`src/rtl/rgb_pkg.sv`:
```
// Shared phase encoding and default sizing for the RGB colour-fade sequencer.
package rgb_pkg;

   localparam int unsigned DUTY_W           = 7;
   localparam int unsigned MAX_DUTY_DEFAULT = 50;

   // Encoding 2'd3 is deliberately left unnamed: it is the illegal phase.
   typedef enum logic [1:0] {
      PH_RG = 2'd0,
      PH_GB = 2'd1,
      PH_BR = 2'd2
   } phase_t;

endpackage

```
`src/rtl/tick_prescaler.sv`:
```
// Free-running step prescaler: one-cycle tick every DIV enabled clocks, cleared while disabled.
module tick_prescaler #(
   parameter int unsigned DIV = 5000000
) (
   input  logic clk,
   input  logic rst_n,
   input  logic en,
   output logic tick
);

   localparam logic [27:0] TERMINAL = 28'(DIV - 1);

   logic [27:0] count;

   assign tick = en && (count == TERMINAL);

   always_ff @(posedge clk or negedge rst_n) begin
      if (!rst_n) begin
         count <= '0;
      end else if (!en || tick) begin
         count <= '0;
      end else begin
         count <= count + 28'd1;
      end
   end

endmodule

```
`src/rtl/rgb_fade_sequencer.sv`:
```
// Cross-fades a constant total duty around R->G->B->R, stepping only on PWM frame boundaries.
module rgb_fade_sequencer #(
   parameter int unsigned MAX_DUTY = rgb_pkg::MAX_DUTY_DEFAULT,
   parameter int unsigned DUTY_W   = rgb_pkg::DUTY_W,
   parameter int unsigned STEP_DIV = 5000000
) (
   input  logic              clk,
   input  logic              rst_n,
   input  logic              en,
   input  logic              frame_end,
   output logic [DUTY_W-1:0] duty_r,
   output logic [DUTY_W-1:0] duty_g,
   output logic [DUTY_W-1:0] duty_b,
   output logic              duty_valid,
   output logic [1:0]        phase
);

   import rgb_pkg::*;

   localparam logic [DUTY_W-1:0] FULL = DUTY_W'(MAX_DUTY);
   localparam logic [DUTY_W-1:0] ONE  = DUTY_W'(1);

   phase_t            phase_q, phase_nx;
   logic [DUTY_W-1:0] r_q, g_q, b_q;
   logic [DUTY_W-1:0] r_nx, g_nx, b_nx;
   logic              pending_q, pending_nx;
   logic              valid_q;
   logic              tick;
   logic              step;

   tick_prescaler #(.DIV(STEP_DIV)) u_prescaler (
      .clk   (clk),
      .rst_n (rst_n),
      .en    (en),
      .tick  (tick)
   );

   always_ff @(posedge clk or negedge rst_n) begin
      if (!rst_n) begin
         phase_q   <= PH_RG;
         r_q       <= FULL;
         g_q       <= '0;
         b_q       <= '0;
         pending_q <= 1'b0;
         valid_q   <= 1'b0;
      end else begin
         phase_q   <= phase_nx;
         r_q       <= r_nx;
         g_q       <= g_nx;
         b_q       <= b_nx;
         pending_q <= pending_nx;
         valid_q   <= step;
      end
   end

   always_comb begin
      step       = en && frame_end && (pending_q || tick);
      pending_nx = pending_q;
      phase_nx   = phase_q;
      r_nx       = r_q;
      g_nx       = g_q;
      b_nx       = b_q;

      if (!en || step) begin
         pending_nx = 1'b0;
      end else if (tick) begin
         pending_nx = 1'b1;
      end

      // A zero source channel only happens with MAX_DUTY=0; the step then leaves everything put.
      if (step) begin
         case (phase_q)
            PH_RG: if (r_q != '0) begin
               r_nx = r_q - ONE;
               g_nx = g_q + ONE;
               if (r_q == ONE) phase_nx = PH_GB;
            end
            PH_GB: if (g_q != '0) begin
               g_nx = g_q - ONE;
               b_nx = b_q + ONE;
               if (g_q == ONE) phase_nx = PH_BR;
            end
            PH_BR: if (b_q != '0) begin
               b_nx = b_q - ONE;
               r_nx = r_q + ONE;
               if (b_q == ONE) phase_nx = PH_RG;
            end
            default: begin
               phase_nx = PH_RG;
               r_nx     = FULL;
               g_nx     = '0;
               b_nx     = '0;
            end
         endcase
      end
   end

   assign duty_r     = r_q;
   assign duty_g     = g_q;
   assign duty_b     = b_q;
   assign duty_valid = valid_q;
   assign phase      = phase_q;

endmodule

```
`config.mk`:
```
export PLATFORM = sky130hd
export DESIGN_NAME = rgb_fade_sequencer
export DESIGN_NICKNAME = d
export VERILOG_FILES = /design/src/rtl/rgb_pkg.sv /design/src/rtl/tick_prescaler.sv /design/src/rtl/rgb_fade_sequencer.sv
export SDC_FILE = /design/constraint.sdc
export NUM_CORES = 1
export LEC_CHECK = 0
export ABC_AREA = 1
export BUFFER_PORTS_ARGS = -buffer_cell sky130_fd_sc_hd__buf_2
export CAP_MARGIN = 20
export CORE_MARGIN = 3
export CORE_UTILIZATION = 30
export DETAILED_ROUTE_END_ITERATION = 6
export PLACE_DENSITY = 0.44
export RECOVER_POWER = 50
export SKIP_CTS_REPAIR_TIMING = 1
export SYNTH_ARGS = -nofsm -noshare
export SYNTH_HDL_FRONTEND = slang
export SYNTH_SLANG_ARGS = --single-unit
export TNS_END_PERCENT = 1
```
`constraint.sdc`:
```
create_clock -name clk -period 2.24 [get_ports clk]
set_clock_uncertainty 0.1 [all_clocks]
set_input_delay 0.224 -clock clk [delete_from_list [all_inputs] [get_ports clk]]
set_output_delay 0.224 -clock clk [all_outputs]
set_load 0.1 [all_outputs]
```
After elaboration in Yosys (flattened, before gate mapping)
Cells that the tools add are included.
Storage, ports and cells
  register bits: 53
Operators by class
  $add $sub $neg: 7
  equal/unequal tests: 12
  multiplexer cells: 19
  bitwise gates (word level): 3
  reductions and logical operators: 16
Operators with widths (count)
  case mux 7 bit (3 select lines): 3
  2-to-1 mux 7 bit: 6
  adder 28 x 1 -> 28 bit, second input constant: 1
  equality test 28 x 23 -> 1 bit, second input constant: 1
  2-to-1 mux 28 bit: 1
  adder 7 x 1 -> 7 bit, second input constant: 3
  equality test 7 x 1 -> 1 bit, second input constant: 3
  nonzero test 7 bit: 3
  subtractor 7 x 1 -> 7 bit, second input constant: 3
  2-to-1 mux 2 bit: 6
  inequality test 2 bit, second input constant: 6
  AND reduction 4 bit: 3
  AND reduction 7 bit: 1
  case mux 2 bit (3 select lines): 1
  logical AND 1 bit: 3
  logical OR 1 bit: 3
  inverter 1 bit: 3
  equality test 2 x 1 -> 1 bit, second input constant: 1
  equality test 2 bit, second input constant: 1
  zero test 2 bit: 1
  2-to-1 mux 1 bit: 2
  nonzero test 2 bit: 1
  zero test 1 bit: 1

Logic depth before layout (Yosys ltp)
Gate-level depths: netlist (run 1).
  word-level depth: 6
  gate-level depth with buffers: 10
  gate-level depth less buffers: 10

Cells and area by module
From an unflattened synthesis (run 1), not the netlist that was laid out.
Unflattened totals
  cells, all modules: 596
  area total of the unflattened synthesis: 3958.8 um^2
By module, submodules not included
  rgb_fade_sequencer: times used 1, cells an instance 338, area each 2230.9 um^2, sequential area each 629.4 um^2
  tick_prescaler: times used 1, cells an instance 258, area each 1727.9 um^2, sequential area each 700.7 um^2

Worst setup path before layout (run 1)
OpenSTA, ideal clock, no wires.
  path type: register to register
  start: register phase_q[0] (netlist: phase[0])
  end: register r_q[3] (netlist: duty_r[3])
  library setup time: 0.120 ns
  arrival time: 2.338 ns
  required time: 2.020 ns
  path slack: -0.318 ns
  stages on the path, launching flop included: 10
  path buffers: 2
  cells stage by stage: dfrtp_1 > inv_1 > ha_1 > clkbuf_1 > nand4_1 > and2_1 > clkbuf_1 > nand4_2 > nand2_1 > nand2_1
On the way
  longest elaborated chain between the ends: 3
  elaborated cells on any way between the ends: 8
  classes of those cells: eq/ne: 4; mux: 1; bitwise: 1; reduce/logical: 2
RTL lines
  start, declared: RTL line rgb_fade_sequencer.sv:23  | phase_t phase_q, phase_nx;
  start signal, assigned: RTL line rgb_fade_sequencer.sv:47  | phase_q <= phase_nx;
  equality test 2 bit, or another cell as far along: RTL line rgb_fade_sequencer.sv:72  | case (phase_q)
  inequality test 2 bit (no line) or inverter 1 bit (tied branches)
  AND reduction 4 bit (no line)
  end signal, assigned: RTL line rgb_fade_sequencer.sv:48  | r_q <= r_nx;
  end, declared: RTL line rgb_fade_sequencer.sv:24  | logic [DUTY_W-1:0] r_q, g_q, b_q;
Several ways; a longest one is shown, not always the timed one.
A chain may end at the register's enable or synchronous reset.

Worst setup path in the final report (run 1)
  start: register r_q[1] (netlist: duty_r[1])
  end: register g_q[0] (netlist: duty_g[0])
On the way
  longest elaborated chain between the ends: 3
RTL lines
  nonzero test 7 bit: RTL line rgb_fade_sequencer.sv:73  | PH_RG: if (r_q != '0) begin
  inequality test 2 bit (no line)
  AND reduction 4 bit (no line)
  end signal, assigned: RTL line rgb_fade_sequencer.sv:49  | g_q <= g_nx;
  end, declared: RTL line rgb_fade_sequencer.sv:24
No other way between the ends.

==> results of run 1 <==
[layout make-up]
class	count	area (sq um)
Fill cell	1286	7510
Multi-Input combinational cell	395	2060
Sequential cell	53	1350
Timing Repair Buffer	42	228
Inverter	57	214
Tap cell	143	179
Clock buffer	5	125
Clock inverter	3	46.3
[worst max-delay path: cells and delay by family (launching register included)]
family | cells | cell delay (ns)
flops | 1 | 0.64
fa+ha+maj | 1 | 0.20
buf+inv | 2 | 0.26
simple gates | 5 | 0.71
[stage by stage]
step / utilization / std cells / setup TNS (ns) / hold WS [ns] / setup WS, ns
after detailed placement: 0.345 / 689 / 0 / 0.286 / 0.167
after global placement: 0.345 / 689 / 0 / 0.278 / 0.214
after floorplan: - / 522 / -0.113 / -0.172 / -0.0263
final: 0.359 / 698 / 0 / 0.144 / 0.230
after global routing: 0.359 / 698 / 0 / 0.163 / 0.0696
after CTS: 0.360 / 697 / 0 / -0.0390 / 0.148
[power by group through the flow]
stage          combinational (W)  sequential (W)  clock (W)
3_5_place_dp           0.0000519        0.000983          0
6_report               0.0000493        0.000964   0.000919
5_1_grt                0.0000580        0.000965   0.000980
2_1_floorplan          0.0000177        0.000982          0
3_3_place_gp           0.0000520        0.000983          0
4_1_cts                0.0000521        0.000964   0.000944
[layer usage]
layer / vias to the layer above / share of wire / global-route usage
met5: - / 0 / 0
met4: 0 / 0.0094 / 0.0367
met3: 5 / 0.032 / 0.0190
met2: 51 / 0.44 / 0.243
met1: 1579 / 0.52 / 0.229
li1: 1761 / - / -
[kinds of logic after synthesis]
| logic type | after synthesis |
|---|---|
| compound gates | 37 |
| xor+xnor | 28 |
| fa+ha+maj | 14 |
| buf+inv | 74 |
| flops | 53 |
| simple gates | 316 |
[worst max path at each step]
stage / start / end / cells after the start
after CTS: duty_g[0] / duty_g[0] / 9
after global placement: duty_g[0] / duty_g[3] / 9
after detailed placement: duty_g[0] / duty_g[0] / 9
after global routing: u_prescaler.count[0] / duty_b[6] / 10
after floorplan: duty_g[3] / duty_b[6] / 9
final: duty_r[1] / duty_g[0] / 8
[state kept, by name, indices dropped and copies added (netlist names)]
name,cells
u_prescaler.count,28
duty_b,7
duty_g,7
duty_r,7
phase,2
duty_valid,1
pending_q,1
[cells in the mapped netlist (2+ instances only)]
cell	instances	area, sq um
nand2_2	3	18.8
nor3_1	14	70.1
o22ai_1	2	12.5
nand3_1	52	260
buf_2	6	30.0
nand2_1	126	473
inv_1	56	210
nor3b_1	3	22.5
dfrtp_1	50	1250
a21oi_1	14	70.1
and2_1	2	12.5
or2_2	2	12.5
xor2_1	23	201
dfstp_2	3	78.8
ha_1	14	175
buf_6	2	22.5
clkbuf_1	6	22.5
nand4_1	33	206
xnor2_1	5	43.8
nand4_2	2	25.0
a211oi_1	2	15.0
nand3_2	2	20.0
nor2_1	72	270
o21ai_0	17	85.1
==> results.md, run 1 <==
- Vias in the first global route: around 3,300
- Worst slew margin: 0.218
- Synth warnings: 0
- Main combinational cell family by area after synthesis: simple AND/OR/NAND/NOR gates
- Min-Delay Endpoint: pending_q
- Height of the die: ~120 microns
- Final hold violations: 0
- WP data arrival: around 2.1 ns
- Mean Syn Cell Area: around 7.1 sq um
- Initial drt markers: 194
- DP HPWL: 7570 microns
- Max-cap violation count: 0
- Sequential cell area fraction in the yosys report: 0.360
- Compound-Gate Fraction of Synth Area: 0.0559
- CP most frequent cell: nand2_1
- WS Path Type: reg -> reg
- DRC violations left: 0
- Unique masters post-synth: 35
- Final setup fails: 0
- Worst path required time: about 2.3 ns
- Pwr Density: ~460 nW/um^2
- Final period utilization: 0.897
- Max IR drop VDD: 288 uV
- Clock root buffer master: clkbuf_16
- Post-synth EDFFs: 0
- Via Count: around 3,400
- I/O Buffers: 27
- Crit-path cells: inv_1, ha_1, nor3b_2, nand4_1, buf_4, nand4_2, nand2_1, nand2_1
- Initial antenna violation count: 0
- Max Buffers Root-to-Sink: 2
- CTS Buf Count: 5
- CTS Sinks: 53
- Worst skew pair latency: roughly 0.3 ns
- DRT antenna net count: 0
- Combinational power share: 0.026
- Most common cell after layout, fill and taps aside: nand2_1
- Reg2Reg Depth: 8
- Htree depth: 2
- Least-Margin Pin Slew: ~1.2 ns
- Die area: roughly 14,000 sq um
- Internal cell power: between 0.0015 and 0.002 W
- Clock transition at path regs: 0.08 ns
- Layout cells sized above 1: 0.117
- Mapped cell area: ~3700 sq um
- Core ar.: about 12,000 sq um
- Design area: between 4000 and 5000 sq um
- Fmax: around 500 MHz
- Total I/O pin count: 28
- Nature of the critical path endpoint: flip-flop
- Hold path cells: 2
- Routed wire per std cell: about 14 microns
- Area share of and/or/nand/nor cells after synthesis: 0.388
- Capturing point of the worst reg2reg path: duty_g[0]
- Sw frac: 0.224
- Post-Synth XOR/XNOR Area: 0.0664
- TritonCTS clock tree: done
- Layout Nets: between 500 and 600
- DRT Wirelength: about 10000 microns
- Initial core utilization: 0.316
- Routability cong.: approximately 0.84
- Flop-to-flop setup slack: between 0.2 and 0.25 ns
- Worst Hold Launch: en
- Net Switching: around 0.00043 W
- First-pass GRT wire length: around 17,000 microns
- Most frequent cells in the layout: nand2_1, nor2_1, inv_1
- Outcome: complete, no violations
- Post-Place Cell Area: roughly 4000 sq um
- GR Util All Layers: 0.155
- Largest net degree at the start of global routing: 36
- Multiplexer share of the synthesized area: 0
- Row count: 39
- GR Overflow Total: 0
- Crit-path max cell delay: ~0.64 ns
- Antenna diodes: 0
- Slew Limit Fails: 0
- Area Growth Syn to Fin: 13.7%
- Dominant synthesized flop cell: dfrtp_1
- CP max FO: 10
- Die Wd: 117 microns
- Clock share of power: 0.476
- Worst reg2reg path startpoint: duty_r[1]
- RSZ-0062 raised after global routing: false
- DR pass1 iterations: 5
- Overall Power: ~0.0019 W
- Ys async rst share: 1.00
- Part of the power in registers: 0.499
- Vias per inst: about 4.9
- Seq cells post-synth: 53
- Hold WC Path Type: in -> reg
- Synth Net Count: 540
- Post-Synthesis Cells: 522
- CP max-delay cell: dfstp_4
- Lkg Pwr: approximately 1.9 nW
- Startpoint Class: flip-flop
- Min Clock Period, post-route: ~2 ns
- Synth Area in Adders: 0.0474
(Power assumes the default switching activity.)
==> run 2, diff against run 1 <==
- CELL_PAD_IN_SITES_DETAIL_PLACEMENT: not set -> 1
- CELL_PAD_IN_SITES_GLOBAL_PLACEMENT: not set -> 2
- PLACE_DENSITY: 0.44 -> 0.69
==> run 2 against run 1 <==
Compared with the run above:
- sequential power about the same
- clock power increased by 1%
- largest cell class unchanged
- largest power group unchanged
- die area unchanged
- worst setup slack got worse by 0.043 ns
- combinational power up 4%
- cell count is 0.72% higher
- sequential cell count is the same
- register-to-register slack got worse by 0.04 ns
- via count increased by 2.9%
- fmax down 2.1%
- critical path depth is the same
- final area rose by 1.3%
==> results.md, run 2 (synthesis results as in run 1) <==
- Crit-path max cell delay: between 0.6 and 0.7 ns
- Initial antenna violation count: 0
- Core Util, Final: 0.364
- Max Buffers Root-to-Sink: 2
- Clock transition at path regs: ~0.070 ns
- Via Count: around 3,500
- CTS Sinks: between 50 and 60
- Worst slew margin: 0.227
- Worst path required time: ~2.3 ns
- WP data arrival: ~2.1 ns
- First-pass GRT wire length: around 19,000 microns
- Fillers: approximately 1,500
- Vias per inst: 4.97
- RSZ-0062 raised after global routing: false
- Row count: 39
- CTS Buf Count: 5
- WS Path Type: reg -> reg
- DRT antenna net count: 0
- Routability cong.: roughly 0.82
- Initial core utilization: 0.316
- Reg2Reg Depth: 8
- Area Growth Syn to Fin: 15.2%
- GR Util All Layers: 0.173
- Routed wire per std cell: about 16 microns
- Final period utilization: 0.916
- Vias in the first global route: approximately 3,500
- DRC violations left: 0
- Height of the die: approximately 120 microns
- Min Hold Slack: ~0.16 ns
- Htree depth: 2
- Pwr Density: ~460 nW/um^2
- Worst reg2reg path startpoint: duty_r[1]
- Most frequent cells in the layout: nand2_1, nor2_1, inv_1
- Most common cell after layout, fill and taps aside: nand2_1
- Slew Limit Fails: 0
- Die area: between 10,000 and 15,000 sq um
- Core ar.: around 12,000 sq um
- Hold WC Path Type: in -> reg
- Min Clock Period, post-route: 2.05 ns
- Total I/O pin count: 28
- Least-Margin Pin Slew: about 1.2 ns
- Most flops, register: u_prescaler.count
- Largest net degree at the start of global routing: 29
- GR Overflow Total: 0
- DRT Wirelength: 11,100 microns
- Nature of the critical path endpoint: flip-flop
- CP most frequent cell: nand2_1
- DR pass1 iterations: 4
- Fmax: 487 MHz
- Die Wd: 117 microns
- Antenna diodes: 0
- CP max-delay cell: dfstp_4
- Overall Power: about 0.002 W
- Startpoint Class: flip-flop
- Final setup fails: 0
- I/O Buffers: 27
- Outcome: complete, no violations
- Worst skew pair latency: 0.30 ns
- Final hold violations: 0
- Layout Nets: between 500 and 600
- Clock root buffer master: clkbuf_16
- Worst setup path startpoint: duty_r[1]
- Layout cells sized above 1: 0.129
- Max IR drop VDD: 229 uV
- Setup crit end: duty_g[0]
- Initial drt markers: 138
- TritonCTS clock tree: done
- Crit-path cells: inv_1, ha_1, nor3b_2, nand4_1, buf_12, nand4_2, nand2_1, nand2_1
- DP HPWL: between 8000 and 9000 microns
- Max reg flops: 28
- Flop-to-flop setup slack: between 0.15 and 0.2 ns
- Max-cap violation count: 0
- Capturing point of the worst reg2reg path: duty_g[0]
- CP max FO: 16
- Lkg Pwr: 1.93 nW
run 2: per-layer routing:
layer,up-vias,part of all wire,global-route usage
li1,1773,-,-
met1,1678,0.49,0.243
met2,32,0.47,0.281
met3,11,0.020,0.0237
met4,0,0.014,0.0489
met5,-,0,0
run 2: layout make-up:
class	count	area (sq um)	area share
clock buffer	6	139	0.0326
timing repair buffer	47	278	0.0652
multi-input combinational	395	2060	0.484
sequential	53	1350	0.317
tap	143	179	0.0420
clock inverter	2	37.5	0.00882
inverter	57	214	0.0502
run 2: worst max-delay path, delay by kind of cell (launching register included):
kind	cells	cell delay, ns
fa+ha+maj	1	0.20
buf+inv	2	0.24
flops	1	0.63
simple gates	5	0.76
run 2: worst min-delay path by stage:
| stage | from | endpoint | cells past startpoint |
|---|---|---|---|
| after global placement | rst_n | duty_b[5] | 1 |
| final | en | pending_q | 2 |
| after CTS | rst_n | u_prescaler.count[13] | 1 |
| after global routing | en | pending_q | 2 |
| after floorplan | rst_n | duty_b[0] | 0 |
| after detailed placement | rst_n | duty_b[5] | 1 |
run 2: where the power goes:
group | total (W) | switching, W | internal [W]
clock network | 0.000930 | 0.000371 | 0.000559
logic | 0.0000512 | 0.0000400 | 0.0000112
registers | 0.000965 | 0.00000418 | 0.000960
total | 0.00195 | 0.000415 | 0.00153
run 2: metrics by stage:
step	setup WS, ns	setup TNS, ns	cell area (sq um)	std cells
floorplan	-0.0263	-0.113	3710	522
global placement	0.198	0	4090	694
detailed placement	0.149	0	4090	694
CTS	0.141	0	4270	702
global route	0.0617	0	4260	703
finish	0.187	0	4260	703
